## src/rtl/prim_sel_pkg.sv

```systemverilog
// Shared types and constants for the primitive-select scheduler.
// Sized for the 19-way primitive-select decoder.
package prim_sel_pkg;

    localparam int NREQ   = 19;
    localparam int HOLD_W = 4;
    localparam int PTR_W  = 5;

    typedef enum logic [1:0] {
        IDLE,
        HOLD,
        GAP
    } state_e;

    function automatic logic [NREQ-1:0] onehot(input logic [PTR_W-1:0] idx);
        onehot = '0;
        onehot[idx] = 1'b1;
    endfunction

endpackage

```

## src/rtl/prim_sel_sched_if.sv

```systemverilog
// Request/select bundle between requesters and the scheduler.
// The scheduler takes the slave side.
interface prim_sel_sched_if;
    import prim_sel_pkg::*;

    logic [NREQ-1:0]   req;
    logic [HOLD_W-1:0] hold_cycles;
    logic              abort;
    logic [NREQ-1:0]   sel_prim;
    logic [NREQ-1:0]   gnt;
    logic              busy;
    logic              done;
    logic              aborted;

    modport master (
        output req, hold_cycles, abort,
        input  sel_prim, gnt, busy, done, aborted
    );

    modport slave (
        input  req, hold_cycles, abort,
        output sel_prim, gnt, busy, done, aborted
    );

endinterface

```

## src/rtl/rr_pick.sv

```systemverilog
// Find-first-set from a rotating start pointer.
// Two copies of req side by side make the wrapped scan a plain scan.
module rr_pick
    import prim_sel_pkg::*;
(
    input  logic [NREQ-1:0]  req,
    input  logic [PTR_W-1:0] ptr,
    output logic             valid,
    output logic [PTR_W-1:0] idx
);

    localparam logic [PTR_W:0] N6 = (PTR_W+1)'(NREQ);

    logic [2*NREQ-1:0] dbl;
    logic [2*NREQ-1:0] cand;
    logic [PTR_W:0]    pos;

    // mask off bits below ptr, then take the lowest remaining set bit
    always_comb begin
        dbl   = {req, req};
        cand  = '0;
        pos   = '0;
        valid = |req;
        for (int i = 0; i < 2*NREQ; i++) begin
            cand[i] = dbl[i] & ((PTR_W+1)'(i) >= {1'b0, ptr});
        end
        for (int i = 2*NREQ-1; i >= 0; i--) begin
            if (cand[i]) pos = (PTR_W+1)'(i);
        end
        idx = PTR_W'((pos >= N6) ? pos - N6 : pos);
    end

endmodule

```

## src/rtl/prim_sel_sched.sv

```systemverilog
// Round-robin scheduler sharing the primitive-select decoder.
// One-hot select per grant, followed by a one-cycle all-zero gap.
module prim_sel_sched
    import prim_sel_pkg::*;
(
    input  logic           clk,
    input  logic           rst,
    prim_sel_sched_if.slave bus
);

    localparam logic [PTR_W-1:0] LAST_IDX = PTR_W'(NREQ-1);

    state_e            state;
    state_e            state_nxt;
    logic [PTR_W-1:0]  ptr;
    logic [PTR_W-1:0]  winner;
    logic [HOLD_W-1:0] cnt;
    logic [NREQ-1:0]   sel;
    logic              aborted_q;
    logic              pick_valid;
    logic [PTR_W-1:0]  pick_idx;
    logic              last;
    logic              busy;
    logic              done;

    rr_pick u_pick (
        .req   (bus.req),
        .ptr   (ptr),
        .valid (pick_valid),
        .idx   (pick_idx)
    );

    assign last = (cnt == HOLD_W'(1));

    // state register
    always_ff @(posedge clk or posedge rst) begin
        if (rst) state <= IDLE;
        else     state <= state_nxt;
    end

    // next-state: arbitrate in IDLE, leave HOLD on abort or last count
    always_comb begin
        state_nxt = state;
        unique case (state)
            IDLE:    if (pick_valid) state_nxt = HOLD;
            HOLD:    if (bus.abort || last) state_nxt = GAP;
            GAP:     state_nxt = IDLE;
            default: state_nxt = IDLE;
        endcase
    end

    // status outputs; abort suppresses the completion pulse
    always_comb begin
        busy = (state != IDLE);
        done = (state == HOLD) && last && !bus.abort;
    end

    // grant capture, hold countdown and pointer advance
    always_ff @(posedge clk or posedge rst) begin
        if (rst) begin
            ptr       <= '0;
            winner    <= '0;
            cnt       <= '0;
            sel       <= '0;
            aborted_q <= 1'b0;
        end else begin
            aborted_q <= 1'b0;
            unique case (state)
                IDLE: begin
                    if (pick_valid) begin
                        sel    <= onehot(pick_idx);
                        winner <= pick_idx;
                        cnt    <= (bus.hold_cycles == '0) ?
                                  HOLD_W'(1) : bus.hold_cycles;
                    end
                end
                HOLD: begin
                    if (bus.abort || last) begin
                        sel       <= '0;
                        cnt       <= '0;
                        ptr       <= (winner == LAST_IDX) ?
                                     '0 : winner + 1'b1;
                        aborted_q <= bus.abort;
                    end else begin
                        cnt <= cnt - 1'b1;
                    end
                end
                default: ;
            endcase
        end
    end

    assign bus.sel_prim = sel;
    assign bus.gnt      = sel;
    assign bus.busy     = busy;
    assign bus.done     = done;
    assign bus.aborted  = aborted_q;

    a_sel_onehot: assert property (
        @(posedge clk) disable iff (rst) $onehot0(sel));

    a_done_xor_abort: assert property (
        @(posedge clk) disable iff (rst) !(done && aborted_q));

endmodule

```

## src/flat_wrapper.sv

```systemverilog
// flat-port wrapper written by rule: the top's interface ports become plain ports
module prim_sel_sched_flat import prim_sel_pkg::*;
  (clk, rst, bus_req, bus_hold_cycles, bus_abort, bus_sel_prim, bus_gnt, bus_busy, bus_done, bus_aborted);
  prim_sel_sched_if bus_i ();
  input  logic clk;
  input  logic rst;
  input wire logic [$bits(bus_i.req)-1:0] bus_req;
  input wire logic [$bits(bus_i.hold_cycles)-1:0] bus_hold_cycles;
  input wire logic [$bits(bus_i.abort)-1:0] bus_abort;
  output wire logic [$bits(bus_i.sel_prim)-1:0] bus_sel_prim;
  output wire logic [$bits(bus_i.gnt)-1:0] bus_gnt;
  output wire logic [$bits(bus_i.busy)-1:0] bus_busy;
  output wire logic [$bits(bus_i.done)-1:0] bus_done;
  output wire logic [$bits(bus_i.aborted)-1:0] bus_aborted;
  assign bus_i.req = bus_req;
  assign bus_i.hold_cycles = bus_hold_cycles;
  assign bus_i.abort = bus_abort;
  assign bus_sel_prim = bus_i.sel_prim;
  assign bus_gnt = bus_i.gnt;
  assign bus_busy = bus_i.busy;
  assign bus_done = bus_i.done;
  assign bus_aborted = bus_i.aborted;
  prim_sel_sched u_core (.clk(clk), .rst(rst), .bus(bus_i));
endmodule
```

## config.mk

```make
export PLATFORM = sky130hd
export DESIGN_NAME = prim_sel_sched_flat
export DESIGN_NICKNAME = d
export VERILOG_FILES = /design/src/rtl/prim_sel_pkg.sv /design/src/rtl/prim_sel_sched_if.sv /design/src/rtl/rr_pick.sv /design/src/rtl/prim_sel_sched.sv /design/src/flat_wrapper.sv
export SDC_FILE = /design/constraint.sdc
export NUM_CORES = 1
export LEC_CHECK = 0
export CORE_UTILIZATION = 38
export DETAILED_ROUTE_END_ITERATION = 7
export GPL_ROUTABILITY_DRIVEN = 0
export PLACE_DENSITY = 0.76
export REMOVE_ABC_BUFFERS = 1
export SYNTH_ARGS = -nofsm -noshare
export SYNTH_HDL_FRONTEND = slang
export SYNTH_SLANG_ARGS = --single-unit
```

## constraint.sdc

```tcl
create_clock -name clk -period 2.9 [get_ports clk]
set_input_delay 0.435 -clock clk [delete_from_list [all_inputs] [get_ports clk]]
set_output_delay 0.435 -clock clk [all_outputs]
set_load 0.05 [all_outputs]
```

Yosys cells after proc, flatten, opt, wreduce, memory -nomap -nowiden --
Index checks and enable logic that the tools add are counted.
Storage, ports and cells: register bits after elaboration 36, output and inout bits 41, logic and storage cells 160
Operators by class: add/subtract/negate cells 3, order comparisons 40, eq/ne operators 5, muxes and demuxes 54, bitwise logic cells 37, reductions and logical operators 15
Operators by type and width (count):
- two-way mux 6 bit | 38
- >= comparator 5 bit (first input constant) | 15
- >= comparator 4 x 5 -> 1 bit (first input constant) | 8
- two-way mux 19 bit | 2
- case mux 19 bit (2 select lines) | 1
- bitwise AND 1 bit | 37
- >= comparator 6 x 5 -> 1 bit (first input constant) | 6
- >= comparator 3 x 5 -> 1 bit (first input constant) | 4
- OR reduction 19 bit | 1
- two-way mux 4 bit | 3
- >= comparator 1 x 5 -> 1 bit (first input constant) | 2
- >= comparator 2 x 5 -> 1 bit (first input constant) | 2
- two-way mux 5 bit | 2
- case mux 4 bit (2 select lines) | 1
- AND reduction 2 bit | 4
- >= comparator 6 x 5 -> 1 bit (second input constant) | 1
- less-than comparator 5 x 6 -> 1 bit (second input constant) | 1
- adder 5 x 1 -> 5 bit (second input constant) | 1
- demux 1 bit (select 5 bit) | 1
- == test 5 bit (second input constant) | 1
- >= comparator 5 x 1 -> 1 bit (second input constant) | 1
- subtractor 5 bit (second input constant) | 1
- == test 4 x 1 -> 1 bit (second input constant) | 1
- logical NOT 4 bit | 1
- 13 further kinds | 19

Logic depth before layout (Yosys ltp) --
Gate-level depths: netlist of run 1.
word-level depth 48, mapped depth 14, gate-level depth less buffers 12

By module --
A second synthesis of run 1 with hierarchy kept.
Unflattened totals: cell total of the unflattened synthesis 379, area, all modules 3161.8 um2
By module, submodules not included:
- prim_sel_sched | times used 1, cells an instance 174, area an instance 1821.7 um2, seq. area each 900.9 um2
- rr_pick | times used 1, cells an instance 205, area an instance 1340.0 um2, seq. area each 0.0 um2

Least setup slack after synthesis of run 1 --
OpenSTA, ideal clock, no wires.
kind register to register, from register u_core.ptr[4], to register u_core.sel[4] (netlist: u_core.bus.gnt[4]), setup time 110 ps, arrival 3021 ps, slack -231 ps, cell stages (with the launch flop) 14, path buffers 1, cell sequence dfrtp_1 buf_2 and3_1 or3b_2 a32o_1 o211ai_1 a211oi_1 a21o_1 ha_1 a21oi_1 a211oi_1 a211oi_2 nand2b_1 o41ai_1
Between the ends: word-level cells in the longest chain between the ends 48
Ends and longest elaborated chain:
- start: declaration | line prim_sel_sched.sv:15 | logic [PTR_W-1:0] ptr;
- start signal: assignment | line prim_sel_sched.sv:81 | ptr <= (winner == LAST_IDX) ?
- >= comparator 6 x 5 -> 1 bit | line rr_pick.sv:25 | cand[i] = dbl[i] & ((PTR_W+1)'(i) >= {1'b0, ptr});
- bitwise AND 1 bit | line rr_pick.sv:25
- two-way mux 6 bit (37 in a row) | line rr_pick.sv:28 | if (cand[i]) pos = (PTR_W+1)'(i);
- two-way mux 6 bit (*) | line rr_pick.sv:28
- subtractor 5 bit or >= comparator 6 x 5 -> 1 bit (tied branches) | line rr_pick.sv:30 | idx = PTR_W'((pos >= N6) ? pos - N6 : pos);
- two-way mux 5 bit (*) | line rr_pick.sv:30
- less-than comparator 5 x 6 -> 1 bit (not written as such) or >= comparator 5 x 1 -> 1 bit (tied branches) | line prim_sel_pkg.sv:17 | onehot[idx] = 1'b1;
- logical AND 1 bit (not written as such) | line prim_sel_pkg.sv:17
- two-way mux 1 bit (not written as such) | line prim_sel_pkg.sv:17
- demux 1 bit (select 5 bit) (*)
- two-way mux 19 bit (*) | line prim_sel_sched.sv:70 | if (pick_valid) begin
- case mux 19 bit (2 select lines) (*) | line prim_sel_sched.sv:68 | unique case (state)
- end signal: assignment | line prim_sel_sched.sv:71 | sel <= onehot(pick_idx);
- end: declaration | line prim_sel_sched.sv:18 | logic [NREQ-1:0] sel;
Every way passes the cells marked *; elsewhere a longest branch is shown, timed or not. The select of a mux whose other input is x is not followed. A chain may end at the register's enable or synchronous reset.

Final worst setup path of run 1 --
from register u_core.ptr[3], to register u_core.sel[4] (netlist: u_core.bus.gnt[4])
Same word-level chain as after synthesis.

==> impl_metrics.yaml, run 1 <==
pwr:
  power_frac_seq_pct: 12.4
  ir_drop_mv: 0.8883
  switching_share_pct: 52.58
  intPower_mw: 3.495
  leakage_nw: 2.388
  power_density_nw_per_um2: 1338
  power_frac_clock_pct: 4.6
  p_sw_mw: 3.875
  pwr-share-comb_pct: 83.1
synth:
  synth.top_cell.area_share_pct: 28.36
  synth_edf_count: 0
  synth_cell_types: 72
  synth_area_um2: 3177
  synth_top_flop_cell: "dfrtp_1"
  synth_area_leaders: "dfrtp_1 (28%), buf_4 (5.2%), a21oi_1 (5.0%)"
  ys_warn_count: 0
  async_flop_share_pct: 100.0
  synth-seq-cells: 36
  yosysMostFrequentCell: "nand2_1"
  yosys-top-cells-count: "nand2_1 (42), dfrtp_1 (36), a21oi_1 (32), o21ai_0 (26), nor2_1 (23)"
  yosysSeqAreaShare_pct: 28.36
  synth_top_area_cell: "dfrtp_1"
  synthCells: 399
  avgSynthCellArea_um2: 7.962
placed_design:
  dp_hpwl_um: 7698
  dp.cells: 620
  place_ws_ns: -0.8585
  io_buffers: 66
sta:
  hold_viol: 0
  setup_ws_ns: -0.4183
  worstMarginPinSlew_ns: 0.5279
  rsz0062_at_grt: "yes"
  slew_viol_final: 0
  hold_ws_ns: 0.5238
  slew_headroom_pct: 64.70
  fin_tns_setup_ns: -7.361
  fin_worst_skew_ns: 0.003003
  fmax_mhz: 301.4
  fin_crit_sh_pct: 114.4
  setup_viol: 24
  post-route-min-period_ns: 3.318
global_routing:
  grt_max_degree: 37
  grt_pass1_vias: 4039
  grt_pass1_wl_um: 19670
  antenna_found_initial: 0
  overflow: 0
  grt_usage_pct: 28.66
cts:
  cts_tree: "done"
  numCtsBuffers: 5
  cts_buffer_depth: 2
  path_clk_slew_ns: 0.07
  cts_sinks: 36
  clk_latency_ns: 0.29
  htreeDepth: 2
  cts-root-buf: "clkbuf_8"
critical_path:
  worst_setup_path_start_kind: "flop"
  r2r_slack_ns: -0.42
  r2r-end: "u_core.bus.gnt[4]$_DFFE_PP0P_"
  cp-end-kind: "flop"
  path_class: "flop to flop"
  r2r-start: "u_core.ptr[3]$_DFFE_PP0P_"
  r2r_cells: 13
  cp_data_required_time_ns: 3.08
  crit_fanout: 6
  worstPathArrival_ns: 3.50
finish:
  area_growth_pct: 73.41
  diodes: 0
  stdcell_count: 669
  fin_util_pct: 69.84
  drive_gt1_share_pct: 41.09
  fin_nets: 598
floorplanning:
  dieWidth_um: 93.43
  fp.coreArea_um2: 7888
  die_area_um2: 8729
  fp.dieH_um: 93.43
  ios: 67
  rows: 32
  start_util_pct: 40.28
drt:
  antenna_left: 0
  wl_per_cell_um: 20.87
  drt_iter0_drc: 294
  via_count: 4171
  wl_um: 13970
  dr.pass1.iters: 7
  viasPerCell: 6.235
  drc: 0
worst_hold_path:
  whs_endpoint: "u_core.bus.gnt[0]$_DFFE_PP0P_"
  hp-class: "flop to flop"
  hp-start: "u_core.bus.gnt[0]$_DFFE_PP0P_"
  worstHoldPathCells: 2
status:
  status: "finished, violations left"
  violations: "setup timing"
run:
  cap_violations: 0
## worst max path at each step
stage	startpoint	endpoint	slack, ns
floorplan	u_core.ptr[1]$_DFFE_PP0P_	u_core.bus.gnt[4]$_DFFE_PP0P_	-0.42
global placement	bus_req[15]	u_core.bus.gnt[16]$_DFFE_PP0P_	-0.74
detailed placement	bus_req[1]	u_core.bus.gnt[7]$_DFFE_PP0P_	-0.86
CTS	u_core.ptr[4]$_DFFE_PP0P_	u_core.bus.gnt[18]$_DFFE_PP0P_	-0.21
global route	u_core.ptr[0]$_DFFE_PP0P_	u_core.bus.gnt[6]$_DFFE_PP0P_	-0.55
finish	u_core.ptr[3]$_DFFE_PP0P_	u_core.bus.gnt[4]$_DFFE_PP0P_	-0.42
## stage by stage
stage	power (mW)	area (µm²)
floorplan	3.189	2939
global placement	4.842	4408
detailed placement	4.919	4408
CTS	6.171	5069
global route	7.693	5509
finish	7.371	5509
## critical path, cell delays in order (launching register included)
cell and delay (ns):
dfrtp_2 0.45, and3_4 0.20, or3b_4 0.36, a32o_1 0.24, o211ai_1 0.10, buf_4 0.17
a211oi_2 0.06, a21o_1 0.23, ha_4 0.19, buf_6 0.14, o31a_1 0.28, or2_4 0.29
buf_4 0.15, o41ai_2 0.33
## power by group through the flow
stage / clock network [mW] / logic, mW / registers, mW
final: 0.337 / 6.12 / 0.912
after global routing: 0.355 / 6.40 / 0.936
after floorplan: 0 / 1.63 / 1.55
after global placement: 0 / 3.97 / 0.867
after CTS: 0.339 / 4.94 / 0.893
after detailed placement: 0 / 4.04 / 0.875
## per-layer routing
layer | vias up | GRT usage [%] | routed length, µm
li1 | 1812 | - | -
met1 | 1948 | 33.64 | 5185
met2 | 310 | 48.16 | 6771
met3 | 101 | 5.366 | 1093
met4 | 0 | 17.69 | 914
met5 | - | 0 | 0
## flip-flops by register name, summed over array words and instances (netlist names)
register            cells
u_core.bus.gnt         19
u_core.cnt              4
u_core.state            2
u_core.winner           5
u_core.bus.aborted      1
u_core.ptr              5
## area by class of cell
type	count	area, µm²
tap	102	127.6
multi-input combinational	312	2615
clock buffer	6	72.57
clock inverter	1	5.005
sequential	36	903.4
timing repair buffer	196	1723
inverter	16	62.56
fill	554	2379
## cell families after synthesis
kind of cell	synth area share [%]
adders and majority gates	1.969
buffers and inverters	9.374
muxes	2.481
AOI/OAI and AO/OA	32.30
and+or+nand+nor	24.42
DFF	28.36
xor gates and xnor gates	1.103
## placed cells by master (no fill, tap or decap), drive strengths merged, types with 6 or more instances in the layout
master         synthesis  final
nor3                   8      8
o22ai                  6      6
buf                   32    130
nand2                 42     42
nand3                 11     11
dlygate4sd2            0     13
a21oi                 32     32
nand2b                10     10
o211ai                 9      9
a211oi                 6      6
clkdlybuf4s50          0     52
clkbuf                 4      6
o41ai                  7      7
nor2                  23     23
nor2b                 13     13
o21ai                 28     28
dfrtp                 36     36
o21a                   7      7
o31ai                 15     15
inv                   16     16
## repair_timing
| action | in CTS | in global routing |
|---|---|---|
| setup endpoints to repair | 24 | 24 |
| buffers inserted | 20 | 15 |
| cloned | 5 | 2 |
| endpoints found under the hold margin | 0 | 0 |
| resized for setup | 102 | 66 |
| pin swaps | 24 | 30 |
| hold buffers | 0 | 0 |
No activity file was read; power rests on OpenSTA's default activity.
==> inputs of run 2 (changes only) <==
--- a/config.mk
+++ b/config.mk
@@ -8,8 +8,11 @@
 export CORE_UTILIZATION = 38
 export DETAILED_ROUTE_END_ITERATION = 7
 export GPL_ROUTABILITY_DRIVEN = 0
+export HOLD_SLACK_MARGIN = 0.15
 export PLACE_DENSITY = 0.76
+export RECOVER_POWER = 50
 export REMOVE_ABC_BUFFERS = 1
+export SKIP_LAST_GASP = 1
 export SYNTH_ARGS = -nofsm -noshare
 export SYNTH_HDL_FRONTEND = slang
 export SYNTH_SLANG_ARGS = --single-unit
==> impl_metrics.yaml, run 2 (same netlist as run 1, synthesis figures left out) <==
sta:
  fin_crit_sh_pct: 114.4
  fin_tns_setup_ns: -6.978
  slew_viol_final: 37
  worstMarginPinSlew_ns: 1.926
  slew_headroom_pct: -28.42
  fmax_mhz: 301.5
  rsz0062_at_grt: "yes"
  hold_viol: 0
  fin_worst_skew_ns: 0.006399
  post-route-min-period_ns: 3.317
  setup_viol: 24
  setup_ws_ns: -0.4167
critical_path:
  path_class: "flop to flop"
  worst_setup_path_start_kind: "flop"
  crit_fanout: 5
  cp-end-kind: "flop"
  cp_data_required_time_ns: 3.10
  worstPathArrival_ns: 3.51
cts:
  clk_latency_ns: 0.29
  htreeDepth: 2
  cts_buffer_depth: 2
  numCtsBuffers: 5
  path_clk_slew_ns: 0.07
  cts_sinks: 36
  cts-hold-fix-buffers: 0
  cts-root-buf: "clkbuf_8"
  cts_tree: "done"
global_routing:
  grt_pass1_wl_um: 19670
  overflow: 0
  grt_pass1_vias: 4039
  grt_usage_pct: 28.66
  antenna_found_initial: 0
  grt_max_degree: 37
placed_design:
  dp.cells: 620
  io_buffers: 66
  dp_hpwl_um: 7698
floorplanning:
  rows: 32
  ios: 67
  dieWidth_um: 93.43
  fp.coreArea_um2: 7888
  die_area_um2: 8729
  fp.dieH_um: 93.43
  start_util_pct: 40.28
pwr:
  ir_drop_mv: 0.9571
  leakage_nw: 2.394
  power_density_nw_per_um2: 1328
status:
  status: "finished, violations left"
  violations: "capacitance limit, slew limit, setup timing"
finish:
  area_growth_pct: 72.78
  fin_nets: 598
  most-common-layout-cells: "buf_4 (109), clkdlybuf4s50_1 (46), nand2_1 (41), dfrtp_1 (34), a21oi_1 (20)"
  largest_reg_flops: 19
  stdcell_count: 669
  layout_commonest_cell: "buf_4"
  diodes: 0
  drive_gt1_share_pct: 40.92
drt:
  wl_met1_um: 5075
  wl_per_cell_um: 20.26
  top_layer: "met4"
  antenna_left: 0
  drt_iter0_drc: 283
  met3WireLength_um: 1087
  via_count: 4153
  dr_wl_met2_um: 6513
  viasPerCell: 6.208
  drc: 0
  dr.pass1.iters: 6
  wl_um: 13560
worst_hold_path:
  hp-class: "flop to flop"
run:
  cap_violations: 1
## run 2: cell types whose count changed in the layout (fill, tap and decap cells not counted), sizes merged
| cell | delta |
|---|---|
| buf | -1 |
| clkbuf | +1 |
| dlygate4sd3 | +6 |
| clkdlybuf4s50 | -6 |
## run 2: path summary, 6_finish.rpt
| check | startpoint | slack [ns] | cells past startpoint | end |
|---|---|---|---|---|
| max in group asynchronous | rst | 0.38 | 3 | u_core.ptr[1]$_DFFE_PP0P_ |
| hold reg to reg | u_core.bus.gnt[3]$_DFFE_PP0P_ | 0.52 | 2 | u_core.bus.gnt[3]$_DFFE_PP0P_ |
| setup / recovery | u_core.ptr[3]$_DFFE_PP0P_ | -0.42 | 14 | u_core.bus.gnt[10]$_DFFE_PP0P_ |
| hold / removal | u_core.bus.gnt[3]$_DFFE_PP0P_ | 0.52 | 2 | u_core.bus.gnt[3]$_DFFE_PP0P_ |
| min in group asynchronous | rst | 1.27 | 3 | u_core.bus.gnt[7]$_DFFE_PP0P_ |
| setup reg to reg | u_core.ptr[3]$_DFFE_PP0P_ | -0.42 | 14 | u_core.bus.gnt[10]$_DFFE_PP0P_ |
## run 2: per-layer routing
layer / GRT usage (%) / vias to the layer above
met2: 48.16 / 274
li1: - / 1814
met3: 5.366 / 99
met1: 33.64 / 1966
met5: 0 / -
met4: 17.69 / 0
## run 2: stage by stage
| stage | setup slack (ns) | instance area [µm²] | util (%) | hold WS [ns] | power, mW |
|---|---|---|---|---|---|
| global route | -0.5470 | 5489 | 69.59 | 0.5445 | 7.610 |
| detailed placement | -0.8585 | 4408 | 55.89 | 0.4920 | 4.919 |
| global placement | -0.7357 | 4408 | 55.89 | 0.4924 | 4.842 |
| finish | -0.4167 | 5489 | 69.59 | 0.5225 | 7.291 |
| floorplan | -0.4163 | 2939 | - | 0.4745 | 3.189 |
| CTS | -0.2127 | 5069 | 64.26 | 0.5193 | 6.171 |
## run 2: final cells by class
type,count,area (µm²)
Clock buffer,6,72.57
Clock inverter,1,5.005
Fill cell,547,2399
Inverter,16,62.56
Multi-Input combinational cell,312,2606
Sequential cell,36,903.4
Tap cell,102,127.6
Timing Repair Buffer,196,1712
## run 2: power by group
group	total [mW]	switching [mW]	internal (mW)
Clock	0.340	0.177	0.163
Combinational	6.04	3.43	2.61
Sequential	0.910	0.209	0.701
## run 2: worst max-delay path, cell delays in order (launching register included)
cell and delay, ns:
dfrtp_2 0.46, and3_4 0.20, or3b_4 0.36, a32o_1 0.24, o211ai_1 0.10, buf_4 0.17
a211oi_2 0.06, a21o_1 0.23, ha_4 0.19, a21oi_4 0.23, a21oi_4 0.10, nor4b_4 0.33
o21ai_4 0.13, buf_4 0.17, o31ai_4 0.23
## run 2: timing repair
action	CTS	global route
cloned	5	2
setup buffers	20	15
resized for setup	102	62
pin swaps	24	30
endpoints found under the setup margin	24	24
==> inputs of run 3 (changes only) <==
--- a/config.mk
+++ b/config.mk
@@ -12,7 +12,6 @@
 export PLACE_DENSITY = 0.76
 export RECOVER_POWER = 50
 export REMOVE_ABC_BUFFERS = 1
-export SKIP_LAST_GASP = 1
 export SYNTH_ARGS = -nofsm -noshare
 export SYNTH_HDL_FRONTEND = slang
 export SYNTH_SLANG_ARGS = --single-unit
==> impl_metrics.yaml, run 3 (same netlist as run 1, synthesis figures left out) <==
finish:
  n_fill_cell: 554
  most-common-layout-cells: "buf_4 (107), clkdlybuf4s50_1 (46), nand2_1 (41), dfrtp_1 (34)"
  multi_input_area_um2: 2615
  stdcell_area_um2: 5505
  diodes: 0
  fin_util_pct: 69.80
  drive_gt1_share_pct: 40.92
  area_growth_pct: 73.30
  largest_reg_flops: 19
  regArea_um2: 903.4
  fin_nets: 598
  layout_commonest_cell: "buf_4"
cts:
  clk_latency_ns: 0.29
  cts_sinks: 36
  htreeDepth: 2
  path_clk_slew_ns: 0.07
  cts_buffer_depth: 2
  cts-root-buf: "clkbuf_8"
  numCtsBuffers: 5
  cts-hold-fix-buffers: 0
  cts_tree: "done"
sta:
  slew_headroom_pct: -27.46
  fin_tns_setup_ns: -7.313
  setup_viol: 24
  hold_viol: 0
  slew_viol_final: 37
  post-route-min-period_ns: 3.320
  setup_ws_ns: -0.4198
  worstMarginPinSlew_ns: 1.912
  fmax_mhz: 301.2
  fin_worst_skew_ns: 0.002485
  fin_crit_sh_pct: 114.5
  rsz0062_at_grt: "yes"
drt:
  wl_um: 13970
  dr.pass1.iters: 5
  viasPerCell: 6.226
  antenna_left: 0
  via_count: 4165
  wl_per_cell_um: 20.87
  drt_iter0_drc: 303
  drc: 0
critical_path:
  path_cells: "and3_4, or3b_4, a32o_1, o211ai_1, buf_4, a211oi_2, a21o_1, ha_4, buf_6, o31a_1, or2_4, buf_4, o41ai_2"
  critPathBufInv: 3
  worstPathArrival_ns: 3.50
  path_class: "flop to flop"
  crit_top_cell: "buf_4"
  cp-end-kind: "flop"
  worst_setup_path_start_kind: "flop"
  path_delay_family: "compound AO/OA/AOI/OAI gates"
  cp_data_required_time_ns: 3.08
  crit_path_max_incr_delay_ns: 0.45
  crit_slowest_cell: "dfrtp_2"
  crit_fanout: 6
status:
  violations: "capacitance limit, slew limit, setup timing"
  status: "finished, violations left"
floorplanning:
  fp.coreArea_um2: 7888
  ios: 67
  die_area_um2: 8729
  start_util_pct: 40.28
  dieWidth_um: 93.43
  rows: 32
  fp.dieH_um: 93.43
global_routing:
  grt_pass1_vias: 4039
  grt_max_degree: 37
  antenna_found_initial: 0
  overflow: 0
  grt_pass1_wl_um: 19670
  grt_usage_pct: 28.66
pwr:
  power_mw: 7.362
  pwr-share-comb_pct: 83.0
  p_sw_mw: 3.875
  ir_drop_mv: 0.8901
  power_frac_clock_pct: 4.6
  intPower_mw: 3.487
  leakage_nw: 2.398
  switching_share_pct: 52.63
  power_frac_seq_pct: 12.4
  power_density_nw_per_um2: 1337
placed_design:
  dp_hpwl_um: 7698
  dpl_cell_area_um2: 4408
  io_buffers: 66
run:
  cap_violations: 1
worst_hold_path:
  hp-class: "flop to flop"
## run 3: cell types whose count changed in the layout (fill, tap and decap cells not counted)
cell,change
o31ai_2,-1
o21ai_0,-1
o21ai_1,+1
buf_6,+2
o31ai_4,+1
buf_4,-2
## run 3: routing by layer
metal,wire (µm),global-route usage [%],vias to the layer above
li1,-,-,1815
met1,5131,33.64,1940
met2,6790,48.16,303
met3,1121,5.366,107
met4,922,17.69,0
met5,0,0,-
## run 3: path summary, 6_finish.rpt
check	start	end	slack (ns)	cells after the start
min	u_core.bus.gnt[0]$_DFFE_PP0P_	u_core.bus.gnt[0]$_DFFE_PP0P_	0.52	2
min reg2reg	u_core.bus.gnt[0]$_DFFE_PP0P_	u_core.bus.gnt[0]$_DFFE_PP0P_	0.52	2
max in group asynchronous	rst	u_core.ptr[1]$_DFFE_PP0P_	0.39	3
max	u_core.ptr[3]$_DFFE_PP0P_	u_core.bus.gnt[4]$_DFFE_PP0P_	-0.42	13
max reg2reg	u_core.ptr[3]$_DFFE_PP0P_	u_core.bus.gnt[4]$_DFFE_PP0P_	-0.42	13
min in group asynchronous	rst	u_core.bus.gnt[7]$_DFFE_PP0P_	1.27	3
## run 3: timing repair
item / 4_1_cts / 5_1_grt
pin swaps: 24 / 30
cloned: 5 / 2
setup buffers: 20 / 15
resized for setup: 102 / 66
setup endpoints to repair: 24 / 24
## run 3: cell type report
cell class / instances / share of cell area, %
well taps: 102 / 2.318
multi-input cells: 312 / 47.50
clock buffers: 6 / 1.318
clock inverters: 1 / 0.09091
inverters: 16 / 1.136
repair buffers: 196 / 31.23
flip-flops and latches: 36 / 16.41
## run 3: tightest hold or removal path: cells and delay by family (launching register included)
| kind | cells | cell delay [ns] |
|---|---|---|
| simple gates | 1 | 0.07 |
| compound gates | 1 | 0.05 |
| flops | 1 | 0.37 |
## run 3: per-stage QoR
stage          hold WS (ns)  cells  setup WS (ns)
3_5_place_dp         0.4920    620        -0.8585
6_report             0.5242    669        -0.4198
4_1_cts              0.5193    652        -0.2127
5_1_grt              0.5436    669        -0.5530
2_1_floorplan        0.4745    363        -0.4163
3_3_place_gp         0.4924    620        -0.7357
## run 3: power by group through the flow
stage,combinational [mW],sequential (mW),clock [mW]
after global routing,6.39,0.935,0.355
after floorplan,1.63,1.55,0
final,6.11,0.911,0.338
after CTS,4.94,0.893,0.339
after global placement,3.97,0.867,0
after detailed placement,4.04,0.875,0
==> patch: new RTL, config.mk and constraints of run 3 <==
`HOLD_W`: 4 -> 3.
--- a/src/rtl/prim_sel_pkg.sv
+++ b/src/rtl/prim_sel_pkg.sv
@@ -5,3 +5,3 @@
     localparam int NREQ   = 19;
-    localparam int HOLD_W = 4;
+    localparam int HOLD_W = 3;
     localparam int PTR_W  = 5;
Interface: changed (resized bus_hold_cycles); port bits go from 67 to 66. No check against the original RTL was run, so the function may have changed too.
==> patch against run 3 <==
  * The flow still finishes with violations (capacitance limit, slew limit, setup timing)
  * Count of clock-buffer cells in the layout stayed put
  * Maximum frequency is 6.4% lower
  * Area after synthesis is 3.0% lower
  * Setup slack worse by 0.23 ns
  * Routed wire length is 10% lower
  * Cell count is 2.2% lower
  * Power is 17% lower
  * Core utilization is 2.5 points lower
  * Design area is 5.1% lower
  * Combinational power is 20% lower
  * Sequential cell count is 1 lower
  * Critical path type unchanged
  * Highest routed layer unchanged
==> patch: results (changes against run 3) <==
{
  "wl_per_cell": {"value": 19.2, "unit": "um", "change": "-8.0%"},
  "post_dp_area": {"value": 4440, "unit": "um^2", "change": "+0.62%"},
  "synth.top_cells.by_count": {"value": "51 x sky130_fd_sc_hd__nand2_1, 36 x sky130_fd_sc_hd__nor2_1, 35 x sky130_fd_sc_hd__dfrtp_1"},
  "violations": {"value": "capacitance limit, slew limit, setup timing"},
  "maxSlewViolCount": {"value": 36, "change": "-2.7%"},
  "power-per-cell-area": {"value": 1170, "unit": "nW/um^2", "change": "-13%"},
  "synth.lib_cells_used.distinct": {"value": 76, "change": "+5.6%"},
  "run_status": {"value": "finished with violations"},
  "worst-slew-pin-transition": {"value": 1.87, "unit": "ns", "change": "-0.0381 ns"},
  "track_usage": {"value": 27.8, "unit": "%", "change": "-0.81 points"},
  "post_route_cells_drive_above_1_share": {"value": 40.0, "unit": "%", "change": "-0.88 points"},
  "max_capacitance_violation_total": {"value": 1, "change": "unchanged"},
  "detail_route.iter0.violations": {"value": 383, "change": "+26%"},
  "via_count_of_the_first_global_routing_pass": {"value": 3832, "change": "-5.1%"},
  "vias_per_cell": {"value": 6.05, "change": "-2.8%"},
  "min_to": {"value": "u_core.bus.gnt[9]"},
  "largest_net_degree_at_the_start_of_global_routing": {"value": 36, "change": "-2.7%"},
  "insertion_delay": {"value": 0.31, "unit": "ns", "change": "+0.02 ns"},
  "leakage_dissipation": {"value": 2.29, "unit": "nW", "change": "-4.7%"},
  "setup_viol_count_final": {"value": 24, "change": "unchanged"},
  "design.final.nets": {"value": 582, "change": "-2.7%"},
  "post-route-worst-setup-slack": {"value": -0.646, "unit": "ns", "change": "-0.226 ns"},
  "ys_top_cells_by_area": {"value": "sky130_fd_sc_hd__dfrtp_1 28%, sky130_fd_sc_hd__nand2_1 6.2%, sky130_fd_sc_hd__buf_4 5.6%"},
  "critical_path.reg2reg.endpoint": {"value": "u_core.bus.gnt[7]"},
  "worstReg2RegStart": {"value": "u_core.ptr[2]"}
}
[patch: cells by family after synthesis]
| family | Yosys count | share of synthesized area, % |
|---|---|---|
| AND/OR/NAND/NOR | 152 | 24.1 |
| AO/OA/AOI/OAI | 132 | 33.0 |
| buffers and inverters | 55 | 9.98 |
| flip-flops | 35 | 28.4 |
| XOR/XNOR | 5 | 1.42 |
| adder cells (fa/ha/maj) | 5 | 2.03 |
| multiplexers | 3 | 1.06 |
[patch: where the power goes]
part | leakage (nW) | switching [mW] | internal [mW]
Combinational | 1.78 | 2.86 | 2.03
Sequential | 0.455 | 0.164 | 0.658
Clock | 0.0470 | 0.189 | 0.187
[patch: layout make-up]
class | instances | area [um^2]
clock buffer | 6 | 82.6
fill | 554 | 2540
multi-input combinational | 297 | 2340
clock inverter | 1 | 5.00
sequential | 35 | 881
inverter | 19 | 73.8
tap | 102 | 128
timing repair buffer | 194 | 1710
[patch: metal layers]
metal / vias to the layer above / wire (um) / track usage, %
met2: 257 / 6070 / 45.9
met1: 1876 / 4760 / 34.2
met4: 0 / 725 / 15.1
met3: 85 / 997 / 5.31
li1: 1741 / - / -
met5: - / 0 / 0
[patch: how the worst max path moves through the flow]
stage,end,startpoint,slack [ns]
4_1_cts,u_core.bus.gnt[18],u_core.ptr[4],-0.40
2_1_floorplan,u_core.bus.gnt[16],u_core.ptr[2],-0.79
3_5_place_dp,u_core.bus.gnt[15],bus_req[8],-1.19
6_report,u_core.bus.gnt[7],u_core.ptr[2],-0.65
3_3_place_gp,u_core.bus.gnt[16],bus_req[8],-0.94
5_1_grt,u_core.bus.gnt[7],bus_req[11],-0.80
[patch: stage by stage]
stage / total power, mW / instances / setup slack [ns] / hold WS, ns
6_report: 6.09 / 654 / -0.646 / 0.514
5_1_grt: 6.38 / 654 / -0.801 / 0.555
4_1_cts: 5.38 / 648 / -0.402 / 0.515
3_5_place_dp: 4.37 / 621 / -1.19 / 0.493
3_3_place_gp: 4.30 / 621 / -0.941 / 0.490
2_1_floorplan: 2.85 / 351 / -0.792 / 0.491
[patch: worst reg2reg max path: cells and delay by family (launching register included)]
family,cells,cell delay (ns)
fa+ha+maj,1,0.19
mux,1,0.33
compound gates,6,1.51
simple gates,3,0.35
buf+inv,5,0.64
flops,1,0.46
[patch: what timing repair did]
item,in CTS,in global routing
pin swaps,25,12
endpoints found under the hold margin,0,0
setup buffers,20,7
endpoints found under the setup margin,24,24
cloned,1,0
gates resized for setup,71,43
